[config.mk]
export PLATFORM = sky130hd
export DESIGN_NAME = dff_pipe_ar
export DESIGN_NICKNAME = d
export VERILOG_FILES = /design/src/rtl/dff_pipe_ar_pkg.sv /design/src/rtl/dff_pipe_stage.sv /design/src/rtl/dff_pipe_ar.sv
export SDC_FILE = /design/constraint.sdc
export NUM_CORES = 1
export LEC_CHECK = 0
export BUFFER_PORTS_ARGS = -buffer_cell sky130_fd_sc_hd__buf_2
export CORE_MARGIN = 4
export CORE_UTILIZATION = 58
export CTS_BUF_LIST = sky130_fd_sc_hd__clkbuf_4
export DETAILED_ROUTE_END_ITERATION = 6
export PLACE_DENSITY = 0.81
export SYNTH_ARGS = -nofsm -noshare
export SYNTH_HDL_FRONTEND = slang
export SYNTH_SLANG_ARGS = --single-unit
[constraint.sdc]
create_clock -name clk -period 2.1 [get_ports clk]
set_input_delay 0.21 -clock clk [delete_from_list [all_inputs] [get_ports clk]]
set_output_delay 0.21 -clock clk [all_outputs]
set_load 0.05 [all_outputs]
[src/rtl/dff_pipe_ar_pkg.sv]
// Shared helpers for the dff_pipe_ar elastic register pipeline.
package dff_pipe_ar_pkg;

    // Bits needed to hold an occupancy value in the range 0..depth.
    function automatic int unsigned count_width(input int unsigned depth);
        return $clog2(depth + 1);
    endfunction

endpackage

[src/rtl/dff_pipe_stage.sv]
// One pipeline stage: valid bit plus data word with async reset.
// Loads from upstream only when advancing; data holds on bubbles and on flush.
module dff_pipe_stage #(
    parameter int unsigned      WIDTH     = 8,
    parameter logic [WIDTH-1:0] RESET_VAL = '0
) (
    input  logic             clk,
    input  logic             areset,
    input  logic             flush,
    input  logic             adv,
    input  logic             in_valid,
    input  logic [WIDTH-1:0] in_data,
    output logic             out_valid,
    output logic [WIDTH-1:0] out_data
);

    logic             v_q;
    logic             v_d;
    logic [WIDTH-1:0] data_q;
    logic [WIDTH-1:0] data_d;

    // Next state: flush clears valid, advance takes upstream word, else hold.
    always_comb begin
        v_d    = v_q;
        data_d = data_q;
        if (flush) begin
            v_d = 1'b0;
        end else if (adv) begin
            v_d = in_valid;
            if (in_valid) begin
                data_d = in_data;
            end
        end
    end

    // Stage registers with asynchronous reset to the configured reset word.
    always_ff @(posedge clk or posedge areset) begin
        if (areset) begin
            v_q    <= 1'b0;
            data_q <= RESET_VAL;
        end else begin
            v_q    <= v_d;
            data_q <= data_d;
        end
    end

    assign out_valid = v_q;
    assign out_data  = data_q;

endmodule

[src/rtl/dff_pipe_ar.sv]
// Elastic register pipeline: DEPTH stages of WIDTH-bit words with valid/ready
// backpressure, bubble collapsing, synchronous flush and occupancy count.
module dff_pipe_ar
    import dff_pipe_ar_pkg::*;
#(
    parameter int unsigned      WIDTH     = 8,
    parameter int unsigned      DEPTH     = 4,
    parameter logic [WIDTH-1:0] RESET_VAL = '0
) (
    input  logic                            clk,
    input  logic                            areset,
    input  logic                            in_valid,
    output logic                            in_ready,
    input  logic [WIDTH-1:0]                d,
    output logic                            out_valid,
    input  logic                            out_ready,
    output logic [WIDTH-1:0]                q,
    input  logic                            flush,
    output logic [count_width(DEPTH)-1:0]   count
);

    localparam int unsigned CW = count_width(DEPTH);

    logic [DEPTH-1:0] adv;
    logic [DEPTH-1:0] stg_v;
    logic [WIDTH-1:0] stg_data [DEPTH];
    logic [DEPTH-1:0] stg_in_v;
    logic [WIDTH-1:0] stg_in_d [DEPTH];

    logic             accept;
    logic             emit;
    logic [CW-1:0]    count_q;
    logic [CW-1:0]    count_d;

    // Advance chain, walked from the output end: a stage may move when it or
    // any stage downstream of it is empty, or the sink is taking the head word.
    // Accumulated in a running term so no bit of adv reads another.
    always_comb begin
        logic run;
        adv = '0;
        run = out_ready;
        for (int unsigned k = 0; k < DEPTH; k++) begin
            run                = run | ~stg_v[DEPTH-1-k];
            adv[DEPTH-1-k]     = run;
        end
    end

    assign in_ready  = adv[0] & ~flush & ~areset;
    assign out_valid = stg_v[DEPTH-1];
    assign q         = stg_data[DEPTH-1];
    assign accept    = in_valid & in_ready;
    assign emit      = out_valid & out_ready;

    for (genvar i = 0; i < DEPTH; i++) begin : g_stage
        if (i == 0) begin : g_head
            assign stg_in_v[i] = in_valid;
            assign stg_in_d[i] = d;
        end else begin : g_body
            assign stg_in_v[i] = stg_v[i-1];
            assign stg_in_d[i] = stg_data[i-1];
        end

        dff_pipe_stage #(
            .WIDTH     (WIDTH),
            .RESET_VAL (RESET_VAL)
        ) u_stage (
            .clk       (clk),
            .areset    (areset),
            .flush     (flush),
            .adv       (adv[i]),
            .in_valid  (stg_in_v[i]),
            .in_data   (stg_in_d[i]),
            .out_valid (stg_v[i]),
            .out_data  (stg_data[i])
        );
    end

    // Occupancy next state: +1 on accept, -1 on emit, cleared by flush.
    always_comb begin
        count_d = count_q;
        if (flush) begin
            count_d = '0;
        end else begin
            case ({accept, emit})
                2'b10:   count_d = count_q + CW'(1);
                2'b01:   count_d = count_q - CW'(1);
                default: count_d = count_q;
            endcase
        end
    end

    // Occupancy register.
    always_ff @(posedge clk or posedge areset) begin
        if (areset) begin
            count_q <= '0;
        end else begin
            count_q <= count_d;
        end
    end

    assign count = count_q;

endmodule
-- Word level (Yosys, flattened, before mapping)
Cells that the tools add are included.
W data, S select, Z words.
- add/subtract/negate cells: 2
- multiply operators: 0
- div/mod/pow operators: 0
- magnitude comparators: 0
- equality and inequality tests: 2
- shifts and indexed selects: 0
- multiplexer cells: 10
- bitwise gates (word level): 14
- reduce and logical (&&, ||, !) cells: 9
- operator list (operator ; number):
    $reduce_and A3 Y1 ; 4
    $mux W1 ; 8
    $reduce_bool A2 Y1 ; 4
    $not A1 Y1 ; 6
    $pmux W3 S2 ; 1
    $and A1 B1 Y1 ; 4
    $or A1 B1 Y1 ; 4
    $add A3 B1 Y3 const B ; 1
    $mux W3 ; 1
    $reduce_bool A3 Y1 ; 1
    $sub A3 B1 Y3 const B ; 1
    $eq A2 B1 Y1 const B ; 1
    $eq A2 B2 Y1 const B ; 1
- flip-flop bits (word level): 39
- bits in latches: 0
- RAM bits: 0
- memory bits (read-only): 0
- input bits: 13
- memories: 0

-- Depth between registers and ports, before layout
- depth in word-level cells: 11
- gate-level depth with buffers: 9

-- Modules after synthesis
From an unflattened synthesis, not the netlist that was laid out.
- cells, all modules: 122
- area total of the unflattened synthesis: 1701.6 sq um
- by module, submodules not included (module ; instances ; cells an instance ; area each (sq um) ; sequential area each (sq um)):
    dff_pipe_stage ; 4 ; 21 ; 352.8 ; 225.2
    dff_pipe_ar ; 1 ; 38 ; 290.3 ; 75.1

-- Worst setup path before layout
No wires, ideal clock.
- path type: register to register
- from: reg g_stage[3].u_stage.v_q
- to: reg count_q[2] (netlist: count[2])
- library setup time: 0.086 ns
- data arrival time: 2.058 ns
- slack: -0.044 ns
- cell stages (with the launch flop): 10
- path buffers: 1
- period minus slack after synthesis: 2.144 ns
- cells stage by stage: dfrtp_1 -> and4b_1 -> buf_6 -> a21oi_1 -> a21oi_1 -> fa_1 -> nand3b_1 -> a221oi_1 -> o21a_1 -> nor3_1
- cells in the longest elaborated chain, start to end: 11
- elaborated cells between the ends (all ways): 14
- RTL lines (element ; RTL line ; source):
    start: declaration ; dff_pipe_stage.sv:17 ; logic v_q;
    start signal: assignment ; dff_pipe_stage.sv:42 ; v_q <= v_d;
    $not A1 Y1 ; dff_pipe_ar.sv:43 ; run = run | ~stg_v[DEPTH-1-k];
    $or A1 B1 Y1 (4 in a row) ; dff_pipe_ar.sv:43 ;
    $and A1 B1 Y1 (2 in a row) ; dff_pipe_ar.sv:48 ; assign in_ready = adv[0] & ~flush & ~areset;
    $and A1 B1 Y1 ; dff_pipe_ar.sv:51 ; assign accept = in_valid & in_ready;
    $eq A2 B1 Y1 or $eq A2 B2 Y1 (tied branches) ; dff_pipe_ar.sv:84 ; case ({accept, emit})
    $pmux W3 S2 ; dff_pipe_ar.sv:84 ;
    $mux W3 ; dff_pipe_ar.sv:81 ; if (flush) begin
    end signal: assignment ; dff_pipe_ar.sv:97 ; count_q <= count_d;
    end: declaration ; dff_pipe_ar.sv:32 ; logic [CW-1:0] count_q;
Several ways; a longest one is shown, not always the timed one.
A chain may end at the register's enable or synchronous reset.

-- Final worst setup path
Ends and elaborated chain as after synthesis.

==> results.md <==
GRT:
- The via count of the first global-routing pass was a little over 900.
- The all-layer global routing usage is 0.156.
- Summed over all layers, the global routing overflow is 0.
- The first global-routing pass estimated 4130 µm of wire.
- The maximum number of pins on one net before global-route repair is 40.
- The initial antenna violation count is 0.

Placement:
- The routability congestion estimate from global placement is around 0.8.
- Detailed placement finished with a half-perimeter wire length of 1860 µm.
- In this run the tool buffered the top-level ports with 25 buffer cells.
- In this run the cell area measured after placement is 0.00177 mm².

Clock tree:
- TritonCTS built the clock tree.
- Buffers inserted to repair hold after CTS numbered 0.
- The number of clock sinks is 39.
- Counting along the longest clock path gives a buffer depth of 2.
- The clock transition at the registers of the reported paths is 110 ps.
- The clock tree root buffer cell is sky130_fd_sc_hd__clkbuf_4.
- Clock latency on the worst-skew pair, taken at its later pin, is 320 ps.
- The number of levels the H-tree was split into is 2.
- Counting the buffers created by CTS gives 5.

Cells and area:
- From synthesis to final layout, the design area changed by 12.8%.
- In the final layout, the share of cells above drive strength 1 is 0.503.
- The antenna diode count is 0.
- After the last flow step, the layout net total stands at 156.
- Counting the fill cells in the layout gives 188.
- The most common cell after layout, fill and taps aside is sky130_fd_sc_hd__dfrtp_1.
- In the layout the commonest cells are sky130_fd_sc_hd__dfrtp_1, sky130_fd_sc_hd__mux2_2, sky130_fd_sc_hd__buf_2, sky130_fd_sc_hd__mux2_4, sky130_fd_sc_hd__nor2_1.
- Summing all flip-flop and latch instances after layout gives 977 µm².
- After routing the design area is 0.00185 mm².
- The multi-input logic area is 636 µm².

Timing:
- The total count of max-transition violations in the final report is 0.
- The clock skew after layout is 5.03 ps.
- The smallest clock period supported by the final layout is computed as a little under 2000 ps.
- The final count of negative-setup-slack endpoints is 0.
- Final hold analysis gives a worst-case slack of 27.2 ps.
- The number of failing hold endpoints at the final stage was 0.
- The transition time at the pin with the least slew margin is 515 ps.
- The final total negative setup slack is 0 ps.
- In the finished design, the share of the clock period the worst path needs comes to 0.941.
- Headroom to the max-slew limit came out at 0.657.
- Timing would allow up to ~500 MHz.

Synthesis:
- After synthesis the netlist holds a flip-flop and latch count of 39.
- In this run, distinct cell masters in the synthesized netlist total 24.
- The cell count after synthesis is 113.
- The synthesized area per cell is 14.5 µm².
- During synthesis, Yosys emitted a total of 0 warnings.
- Synthesis produced a netlist with a net count of 127.
- After synthesis the cells add up to 0.00164 mm².
- The sequential cell area fraction in the yosys report is 0.596.

Drt:
- The per-cell routed wire length is 14.7 µm.
- Once detail routing completed, the nets flagged for antenna violations numbered 0.
- The number of design-rule violations left by the first detailed-router iteration is 29.
- Summed over all layers, the routed wires come to 2560 µm.
- Before antenna repair, the detailed router went through 4 iterations.
- Summing over every cut layer, the via total after detailed routing is 935.
- In the routed layout, each cell is associated on average with a via count of 5.37.
- The total DRC errors in the routed layout is 0.

Floorplan:
- The horizontal die dimension is 61.1 µm.
- The count of standard-cell rows is 19.
- The full die area is ~0.0037 mm².
- The die height is 61.1 µm.
- In this run the count of I/O pins placed on the die edge is 26.
- After floorplanning, the core was sized to cover roughly 0.0027 mm².
- The initial core utilization is 0.599.

Worst setup path:
- Of all nets on the critical path, the largest fanout is 6.
- The worst setup path is of the reg2reg kind.
- On the worst path, the slowest cell contributes a delay of around 450 ps.
- For this design, the slowest cell found on the critical path is sky130_fd_sc_hd__dfrtp_2.
- The data arrival time at the worst-slack endpoint is 2220 ps.
- The critical path launch point type is a flop.
- The buffers plus inverters on the worst setup path is 0.
- The required time of the critical path is 2340 ps.
- The worst register-to-register path has a depth of 8.
- The critical path depth in cells is 8.
- Walking the worst path, the cells encountered are and4b_2 > a21oi_2 > a21oi_1 > fa_1 > nand3b_1 > a221oi_2 > o21a_1 > nor3_1.
- Grouping stages by cell kind, the critical path spends the most delay in compound AO/OA/AOI/OAI gates.
- STA classifies the critical path endpoint as a flop.

Power:
- The net load switching power is 0.651 mW.
- The overall power of the completed layout is 1.94 mW.
- The switching share of power is 0.335.
- The share of total power dissipated in the clock network is 0.180.
- Summed over all cells, the static leakage comes to 0.916 nW.
- Dividing total power by cell area gives a power density of about 1100 mW/mm².
- The worst voltage drop across the vdd grid is about 0.73 mV.
- The internal power consumption is 1.29 mW.
- The share of total power dissipated in combinational logic is 0.287.
- The fraction of power consumed by sequential logic is 0.533.

Job:
- Max-cap violations in this run came to 0.

Worst hold path:
- The path category of the worst min-delay check is in2async.

Outcome:
- The run finished with clean final reports.
## metal layers
layer  part of all wire  track usage
met4             0.0082       0.0557
met3              0.048       0.0398
met1               0.43        0.188
met5                  0            0
met2               0.51        0.269
## worst reg2reg max path, delay by kind of cell (launching register included)
| family | cells | cell delay (ps) |
|---|---|---|
| flops | 1 | 450 |
| fa+ha+maj | 1 | 400 |
| simple gates | 3 | 520 |
| compound gates | 4 | 530 |
## sequential cells by signal, summed over array words and instances (netlist names)
signal,count
count,3
g_stage.u_stage.out_valid,4
g_stage.u_stage.out_data,32
## power groups by stage
stage | clock, mW | sequential [mW] | combinational, mW
final | 0.350 | 1.04 | 0.558
after global routing | 0.400 | 1.06 | 0.595
after CTS | 0.362 | 1.04 | 0.564
after detailed placement | 0 | 1.06 | 0.563
after global placement | 0 | 1.04 | 0.548
after floorplan | 0 | 1.25 | 0.237
## per-stage QoR
| stage | std cells | utilization | worst slack, ps |
|---|---|---|---|
| 3_5_place_dp | 165 | 0.648 | 86.9 |
| 6_report | 174 | 0.676 | 125 |
| 4_1_cts | 173 | 0.667 | 60.0 |
| 3_3_place_gp | 165 | 0.648 | 226 |
| 5_1_grt | 174 | 0.676 | -2.62 |
| 2_1_floorplan | 113 | - | 66.4 |
## synth_stat cells
library cell                n  share of area
sky130_fd_sc_hd__inv_1      1         0.0023
sky130_fd_sc_hd__mux2i_1    1         0.0061
sky130_fd_sc_hd__nor2_1     8          0.018
sky130_fd_sc_hd__nor3_1     3         0.0092
sky130_fd_sc_hd__a21oi_1    4          0.012
sky130_fd_sc_hd__a221oi_1   1         0.0053
sky130_fd_sc_hd__nor2b_1    2         0.0076
sky130_fd_sc_hd__buf_6      2          0.014
sky130_fd_sc_hd__nand2_1    3         0.0069
sky130_fd_sc_hd__mux2_4     8          0.073
sky130_fd_sc_hd__or3b_1     2          0.011
sky130_fd_sc_hd__dfrtp_1   39           0.60
sky130_fd_sc_hd__and2_1     2         0.0076
sky130_fd_sc_hd__fa_1       1          0.012
sky130_fd_sc_hd__a31oi_1    1         0.0038
sky130_fd_sc_hd__o21a_1     1         0.0046
sky130_fd_sc_hd__buf_4      1         0.0046
sky130_fd_sc_hd__and4b_1    1         0.0061
sky130_fd_sc_hd__buf_2      1         0.0031
sky130_fd_sc_hd__and2b_2    1         0.0053
sky130_fd_sc_hd__nand2b_1   2         0.0076
sky130_fd_sc_hd__nand3b_1   2         0.0092
sky130_fd_sc_hd__mux2_2    25           0.17
sky130_fd_sc_hd__clkbuf_1   1         0.0023
## path summary, 6_finish.rpt
path,from,endpoint,slack (ps)
worst max register to register,g_stage[3].u_stage.out_valid,count[2],120
min in group clk,d[4],g_stage[0].u_stage.out_data[4],110
worst min register to register,g_stage[3].u_stage.out_data[3],g_stage[3].u_stage.out_data[3],510
worst min-delay path,areset,g_stage[0].u_stage.out_data[3],30
max in group asynchronous,areset,g_stage[3].u_stage.out_valid,1730
worst max-delay path,g_stage[3].u_stage.out_valid,count[2],120
## kinds of logic (layout without fill, tap and decap cells)
group,count (synthesis),in the layout,share of synthesized area
AOI/OAI and AO/OA,7,7,0.0260
adders and majority gates,1,1,0.0122
buffers and inverters,6,36,0.0260
DFF,39,39,0.596
muxes,34,34,0.251
and+or+nand+nor,26,26,0.0886
## final cells by class
| cell class | instances | area share |
|---|---|---|
| Sequential cell | 39 | 0.529 |
| Timing Repair Buffer | 27 | 0.0758 |
| Tap cell | 31 | 0.0210 |
| Multi-Input combinational cell | 68 | 0.344 |
| Inverter | 1 | 0.00203 |
| Clock inverter | 3 | 0.00812 |
| Clock buffer | 5 | 0.0203 |
## what timing repair did
item,in CTS,in global routing
resized for setup,0,4
buffers inserted,0,1
endpoints found under the setup margin,0,1
Power figures use the tool's default switching activity.
